File: config.mk
export PLATFORM = sky130hd
export DESIGN_NAME = pc_gen
export DESIGN_NICKNAME = d
export VERILOG_FILES = /design/src/rtl/proc_pkg.sv /design/src/rtl/pc_fetch_cnt.sv /design/src/rtl/pc_gen.sv
export SDC_FILE = /design/constraint.sdc
export NUM_CORES = 1
export LEC_CHECK = 0
export ABC_CLOCK_PERIOD_IN_PS = 1700
export CORE_MARGIN = 10
export CORE_UTILIZATION = 38
export CTS_BUF_LIST = sky130_fd_sc_hd__clkbuf_8
export CTS_CLUSTER_DIAMETER = 30
export DETAILED_ROUTE_END_ITERATION = 6
export PLACE_DENSITY = 0.76
export SLEW_MARGIN = 20
export SYNTH_ARGS = -nofsm -noshare
export SYNTH_HDL_FRONTEND = slang
export SYNTH_SLANG_ARGS = --single-unit
File: constraint.sdc
create_clock -name clk_i -period 1.7 [get_ports clk_i]
set_input_delay 0.34 -clock clk_i [delete_from_list [all_inputs] [get_ports clk_i]]
set_output_delay 0.34 -clock clk_i [all_outputs]
set_load 0.02 [all_outputs]
File: src/rtl/proc_pkg.sv
// proc_pkg: shared processor-level constants and types.
//   XLEN_DEFAULT  default address/PC width
//   PC_RESET_VAL  PC value loaded by pc_gen on reset
//   pc_state_e    pc_gen FSM state encoding (exposed on state_o)
package proc_pkg;

    localparam int          XLEN_DEFAULT = 32;
    localparam logic [31:0] PC_RESET_VAL = 32'h0000_0000;

    typedef enum logic [1:0] {
        PC_BOOT = 2'd0,
        PC_RUN  = 2'd1,
        PC_HALT = 2'd2
    } pc_state_e;

endpackage

File: src/rtl/pc_fetch_cnt.sv
// pc_fetch_cnt: 64-bit free-running enable counter, wraps at 2^64.
// Ports:
//   clk_i    clock, rising edge
//   rst_n_i  synchronous active-low reset (clears count)
//   en_i     increment enable
//   cnt_o    current count
module pc_fetch_cnt (
    input  logic        clk_i,
    input  logic        rst_n_i,
    input  logic        en_i,
    output logic [63:0] cnt_o
);

    logic [63:0] cnt_q;

    always_ff @(posedge clk_i) begin
        if (!rst_n_i) begin
            cnt_q <= 64'd0;
        end else if (en_i) begin
            cnt_q <= cnt_q + 64'd1;
        end
    end

    assign cnt_o = cnt_q;

endmodule

File: src/rtl/pc_gen.sv
// pc_gen: program-counter generator, sole source of fetch addresses.
// Next-PC priority each cycle: trap > redirect > fetch-accept increment > hold.
// Optional feature macro: PC_FETCH_CNT_EN adds fetch_cnt_o (count of accepted
// fetches); without it the port and counter are absent.
// Ports:
//   clk_i, rst_n_i        clock, synchronous active-low reset
//   pc_o, pc_valid_o      fetch address and its valid (valid only in RUN)
//   pc_ready_i            fetch stage accepts pc_o this cycle
//   redirect_i/_pc_i      branch/jump redirect and target
//   trap_i, trap_vec_i    trap and vector base (low 2 bits are mode, ignored)
//   halt_i, resume_i      halt request / leave HALT
//   misalign_o            one-cycle pulse after a misaligned redirect
//   state_o               current FSM state (pc_state_e)
//   fetch_cnt_o           accepted-fetch count (PC_FETCH_CNT_EN only)
module pc_gen
    import proc_pkg::*;
#(
    parameter int              XLEN        = XLEN_DEFAULT,
    parameter logic [XLEN-1:0] RESET_VEC   = XLEN'(PC_RESET_VAL),
    parameter int              INSTR_BYTES = 4
) (
    input  logic            clk_i,
    input  logic            rst_n_i,
    output logic [XLEN-1:0] pc_o,
    output logic            pc_valid_o,
    input  logic            pc_ready_i,
    input  logic            redirect_i,
    input  logic [XLEN-1:0] redirect_pc_i,
    input  logic            trap_i,
    input  logic [XLEN-1:0] trap_vec_i,
    input  logic            halt_i,
    input  logic            resume_i,
    output logic            misalign_o,
    output logic [1:0]      state_o
`ifdef PC_FETCH_CNT_EN
    ,
    output logic [63:0]     fetch_cnt_o
`endif
);

    // Mask form of the low ALIGN_BITS so INSTR_BYTES=1 needs no zero-width slice.
    localparam logic [XLEN-1:0] ALIGN_MASK = XLEN'(INSTR_BYTES - 1);
    localparam logic [XLEN-1:0] PC_INC     = XLEN'(INSTR_BYTES);
    localparam logic [XLEN-1:0] TRAP_MASK  = XLEN'(3);

    logic [XLEN-1:0] pc_q;
    pc_state_e       state_q;
    logic            halt_pend_q;
    logic            misalign_q;

    logic            valid;
    logic            fire;
    logic            stall;
    logic            redir_misaligned;
    logic [XLEN-1:0] trap_pc;

    assign valid            = (state_q == PC_RUN);
    assign fire             = valid & pc_ready_i;
    assign stall            = valid & ~pc_ready_i;
    assign redir_misaligned = |(redirect_pc_i & ALIGN_MASK);
    assign trap_pc          = trap_vec_i & ~TRAP_MASK;

    always_ff @(posedge clk_i) begin
        if (!rst_n_i) begin
            pc_q        <= RESET_VEC;
            state_q     <= PC_BOOT;
            halt_pend_q <= 1'b0;
            misalign_q  <= 1'b0;
        end else begin
            misalign_q <= 1'b0;

            // Next PC. Clearing the alignment bits is a no-op for aligned targets.
            if (trap_i) begin
                pc_q <= trap_pc;
            end else if (redirect_i) begin
                pc_q <= redirect_pc_i & ~ALIGN_MASK;
            end else if (fire) begin
                pc_q <= pc_q + PC_INC;
            end

            // FSM. Trap wakes from any state; a misaligned redirect parks in HALT.
            if (trap_i) begin
                state_q     <= PC_RUN;
                halt_pend_q <= 1'b0;
            end else if (redirect_i && redir_misaligned) begin
                state_q     <= PC_HALT;
                halt_pend_q <= 1'b0;
                misalign_q  <= 1'b1;
            end else begin
                case (state_q)
                    PC_BOOT: state_q <= PC_RUN;
                    PC_RUN: begin
                        // A stalled request must not be withdrawn, so the halt
                        // waits until the fetch stage has taken pc_o.
                        if ((halt_pend_q || halt_i) && !stall) begin
                            state_q     <= PC_HALT;
                            halt_pend_q <= 1'b0;
                        end else if (halt_i) begin
                            halt_pend_q <= 1'b1;
                        end
                    end
                    PC_HALT: begin
                        if (resume_i) begin
                            state_q <= PC_RUN;
                        end
                    end
                    default: state_q <= PC_BOOT;
                endcase
            end
        end
    end

    assign pc_o       = pc_q;
    assign pc_valid_o = valid;
    assign misalign_o = misalign_q;
    assign state_o    = state_q;

`ifdef PC_FETCH_CNT_EN
    pc_fetch_cnt u_fetch_cnt (
        .clk_i   (clk_i),
        .rst_n_i (rst_n_i),
        .en_i    (fire),
        .cnt_o   (fetch_cnt_o)
    );
`else
    // No fetch counter in this build.
`endif

endmodule

== After elaboration in Yosys (flattened, before gate mapping) ==
Index checks and enable logic that the tools add are counted.
Word-level totals
  bits of input ports: 71
  word-level logic and storage cells: 42
  flip-flop bits (word level): 36
  output and inout bits: 36
Cells by class
  add/sub/neg operators: 1
  reductions and logical operators: 14
  bitwise gates (word level): 4
  equality and inequality tests: 6
  multiplexer cells: 11
Operator list (number)
  $mux 32: 3
  $add 32x3->32 const B: 1
  $mux 2: 3
  $pmux 2 s3: 1
  $reduce_and 2->1: 3
  $reduce_or 3->1: 2
  $mux 1: 4
  $ne 4x2->1 const B: 1
  $ne 4x4->1 const B: 1
  $reduce_or 2->1: 2
  $ne 3x1->1 const B: 1
  $ne 3x3->1 const B: 1
  $reduce_bool 3->1: 1
  $and 1x1->1: 2
  $eq 2x1->1 const B: 1
  $eq 2x2->1 const B: 1
  $logic_and 1x1->1: 2
  $logic_not 2->1: 1
  $not 1->1: 2
  $reduce_bool 2->1: 1
  $logic_not 1->1: 1
  $logic_or 1x1->1: 1

== Depth between registers and ports, before layout ==
  word-level depth: 8
  mapped depth: 7
  mapped depth without buffers: 6

== Least setup slack after synthesis ==
Ideal clock, no wire load.
  path kind: register to register
  from: register pc_q[2] (netlist: pc_o[2])
  to: register pc_q[12] (netlist: pc_o[12])
  period minus slack after synthesis: 1.889 ns
  setup slack: -0.189 ns
  setup time: 0.128 ns
  cell stages (with the launch flop): 7
  arrival: 1.761 ns
  data required time: 1.572 ns
  path buffers: 0
  cell sequence: dfxtp_1 ha_1 nand3_1 nor4_1 xor2_1 a222oi_1 nor2_1
On the way
  word-level cells in the longest chain between the ends: 4
Ends and longest elaborated chain
  from (decl): RTL line pc_gen.sv:46  | logic [XLEN-1:0] pc_q;
  from (signal assigned): RTL line pc_gen.sv:74  | pc_q <= trap_pc;
  from (signal assigned): RTL line pc_gen.sv:76  | pc_q <= redirect_pc_i & ~ALIGN_MASK;
  from (signal assigned): RTL line pc_gen.sv:78  | pc_q <= pc_q + PC_INC;
  $add 32x3->32: RTL line pc_gen.sv:78
  $mux 32: RTL line pc_gen.sv:77  | end else if (fire) begin
  $mux 32: RTL line pc_gen.sv:75  | end else if (redirect_i) begin
  $mux 32: RTL line pc_gen.sv:73  | if (trap_i) begin
No other way between the ends. The select of a mux whose other input is x is not followed.
A chain may end at the register's enable or synchronous reset.

== Final worst setup path ==
  from: register pc_q[8] (netlist: pc_o[8])
  to: output port pc_o[8]
RTL lines
  to (decl): RTL line pc_gen.sv:24  | output logic [XLEN-1:0] pc_o,
No word-level cell between the ends.

==> run_results.csv <==
group,metric,value,unit
outcome,status,"complete, no violations",
final_layout,antenna_cells,0,
logic_synthesis,synth_area_leader_cell,"dfxtp_1",
critical_path,worstPathArrival,1.31,ns
clock_tree,clock_path_buffers,2,
logic_synthesis,syn-cell-area,0.00225,mm²
power,power.share.sequential,42.0,%
routing,drt-initial-drc-count,140,
global_routing,grt_max_degree,21,
global_routing,grt_pass1_wl,14400,µm
global_routing,grtUsageTotal,17.8,%
power,ir_drop,0.390,mV
critical_path,path_cells,"clkdlybuf4s50_1",
sta,fin_crit,1.65,ns
job,maxCapViolCount,0,
routing,vias,2770,
logic_synthesis,synthArstFlopShare,0,%
die,die_w,96.9,µm
logic_synthesis,ys_seq_area_share,30.3,%
die,initial_core_util,40.1,%
logic_synthesis,ys_types,51,
placement,placed_cells,488,
sta,fin_crit_sh,97.0,%
clock_tree,numCtsBuffers,5,
die,io_pins,107,
final_layout,area_growth,72.8,%
placement,gp_congestion,0.896,
min_path,hold_class,"reg2reg",
sta,finClkSkew,0.00336,ns
global_routing,antenna_found_initial,0,
sta,setup_violations,0,
logic_synthesis,syn-mean-instance-area,7.83,µm²
power,power_density,572,mW/mm²
critical_path,worst-path-buf-inv,1,
clock_tree,ctsHoldBuffers,0,
clock_tree,cts_max_level,2,
logic_synthesis,synthTopCellsByArea,"dfxtp_1 30%, xor2_1 7.0%, nand2_1 6.3%",
power,p_sw_share,31.4,%
critical_path,cp_data_required_time,1.36,ns
global_routing,grt_use_met1,20.4,%
sta,slew_violations,0,
placement,port_buffers,102,
sta,report.final.hold_viol_count,0,
clock_tree,clk_pin_slew,0.07,ns
final_layout,drive_above_1_share,20.5,%
power,power_switching,698,µW
clock_tree,tritoncts,"yes",
power,combinationalPowerShare,32.7,%
final_layout,final_nets,501,
sta,setup_tns,0,ns
placement,dpl.hpwl,7030,µm
die,die_y,96.9,µm
critical_path,cp-start-kind,"register",
final_layout,fin_cells,502,
logic_synthesis,yosysWarnings,0,
routing,drc_errors,0,
global_routing,grt_util_met3,5.61,%
logic_synthesis,synth_top_area_share,30.3,%
logic_synthesis,syn_inst,287,
clock_tree,insertion_delay,0.28,ns
logic_synthesis,synth_flop_cell,"dfxtp_1",
critical_path,cp_max_fo,5,
clock_tree,clockRootBuffer,"clkbuf_8",
critical_path,path_class,"reg2out",
die,core_area,0.00561,mm²
global_routing,grtUsageMet2,31.2,%
logic_synthesis,synth_edf_count,0,
critical_path,cp_slowest_cell,"clkdlybuf4s50_1",
sta,rsz0062_at_grt,"true",
placement,placed_area,0.00367,mm²
critical_path,cp_top_family,"buffers and inverters",
routing,viasPerCell,5.52,
sta,fmax,0.606,GHz
clock_tree,cts.sink_count,34,
routing,wl_per_cell,17.9,µm
global_routing,busiest_layer,"met2",
global_routing,grt_overflow,0,
power,internal-power,1.53,mW
critical_path,endpoint_kind,"primary output",
critical_path,slowest_delay,0.63,ns
logic_synthesis,synth_seq_cells,34,
die,std_cell_rows,27,
routing,wirelength,8970,µm
routing,firstDrtPassIters,4,
final_layout,final_area,0.00388,mm²
routing,antenna_left,0,
die,die-area,0.00939,mm²
power,power_frac_clock,25.4,%
power,power.leakage,1.74,nW
global_routing,grt_pass1_vias,2869,
## power groups by stage
stage	clock [mW]	combinational (mW)	sequential, mW
after detailed placement	0	0.730	0.946
after global routing	0.611	0.786	0.940
after global placement	0	0.719	0.944
after CTS	0.582	0.714	0.928
after floorplan	0	0.234	1.01
final	0.564	0.726	0.933
## cell usage after synthesis, drive strengths merged, types with 6 or more instances
library cell and count:
nand2 38, o21ai 20, dfxtp 34, nand3 13, nor4 7, o22ai 10, clkbuf 17, a21oi 14
nand4 15, a22oi 9, nor2 20, xor2 18, o211ai 6
## cell type report
| cell class | instances | area [µm²] |
|---|---|---|
| clock inverters | 3 | 11.3 |
| flip-flops and latches | 34 | 699 |
| inverters | 6 | 22.5 |
| fillers | 497 | 1720 |
| repair buffers | 154 | 1450 |
| well taps | 72 | 90.1 |
| multi-input cells | 228 | 1540 |
| clock buffers | 5 | 68.8 |
## state kept, by name, indices dropped and copies added, names as in the netlist
register	count
halt_pend_q	1
pc_o	30
misalign_o	1
state_o	2
## cells by family (layout without fill, tap and decap cells)
kind of cell | count (synthesis) | in the layout | share of synthesized area [%]
AND/OR/NAND/NOR | 109 | 109 | 26.8
AO/OA/AOI/OAI | 88 | 88 | 26.1
adder cells (fa/ha/maj) | 1 | 1 | 0.556
buffers and inverters | 26 | 168 | 4.73
XOR/XNOR | 23 | 23 | 8.96
multiplexers | 5 | 5 | 2.45
flip-flops | 34 | 34 | 30.3
other | 1 | 2 | 0.167
## stage by stage
| step | hold WS [ns] | power, mW | setup WS (ns) | utilization, % |
|---|---|---|---|---|
| after floorplan | 0.486 | 1.25 | -0.0184 | - |
| after global placement | 0.487 | 1.66 | -0.284 | 65.4 |
| after detailed placement | 0.493 | 1.68 | -0.348 | 65.4 |
| after CTS | 0.516 | 2.22 | -0.0567 | 66.6 |
| after global routing | 0.551 | 2.34 | -0.0792 | 69.3 |
| final | 0.522 | 2.22 | 0.0502 | 69.3 |
## path summary, 6_finish.rpt
| path | slack, ns | startpoint | to | cells past startpoint |
|---|---|---|---|---|
| worst max-delay path | 0.05 | pc_o[8] | pc_o[8] | 1 |
| worst min-delay path | 0.52 | pc_o[3] | pc_o[3] | 2 |
| worst max register to register | 0.07 | pc_o[3] | pc_o[12] | 7 |
| worst min register to register | 0.52 | pc_o[3] | pc_o[3] | 2 |
## per-layer routing
layer | wire length (µm) | share of wire [%] | vias up
met3 | 621 | 6.9 | 14
met1 | 3770 | 42 | 1299
met5 | 0 | 0 | -
li1 | - | - | 1355
met4 | 158 | 1.8 | 0
met2 | 4420 | 49 | 102
## layout by cell type, fill, tap and decap left out, types with 9 or more instances in the layout
cell and n:
clkdlybuf4s50_1 73, buf_4 46, nand2_1 38, dfxtp_1 23, nor2_1 19, o21ai_0 19
xor2_1 18, dlygate4sd2_1 17, a21oi_1 14, nand4_1 13, dlymetal6s2s_1 12, nand3_1 10
o22ai_1 10, a22oi_1 9, dfxtp_2 9
## what timing repair did
action / in CTS / in global routing
endpoints found under the hold margin: 0 / 0
buffers inserted: 0 / 6
cloned: 0 / 0
pin swaps: 0 / 10
resized for setup: 18 / 27
endpoints found under the setup margin: 19 / 27
Power figures use the tool's default switching activity.
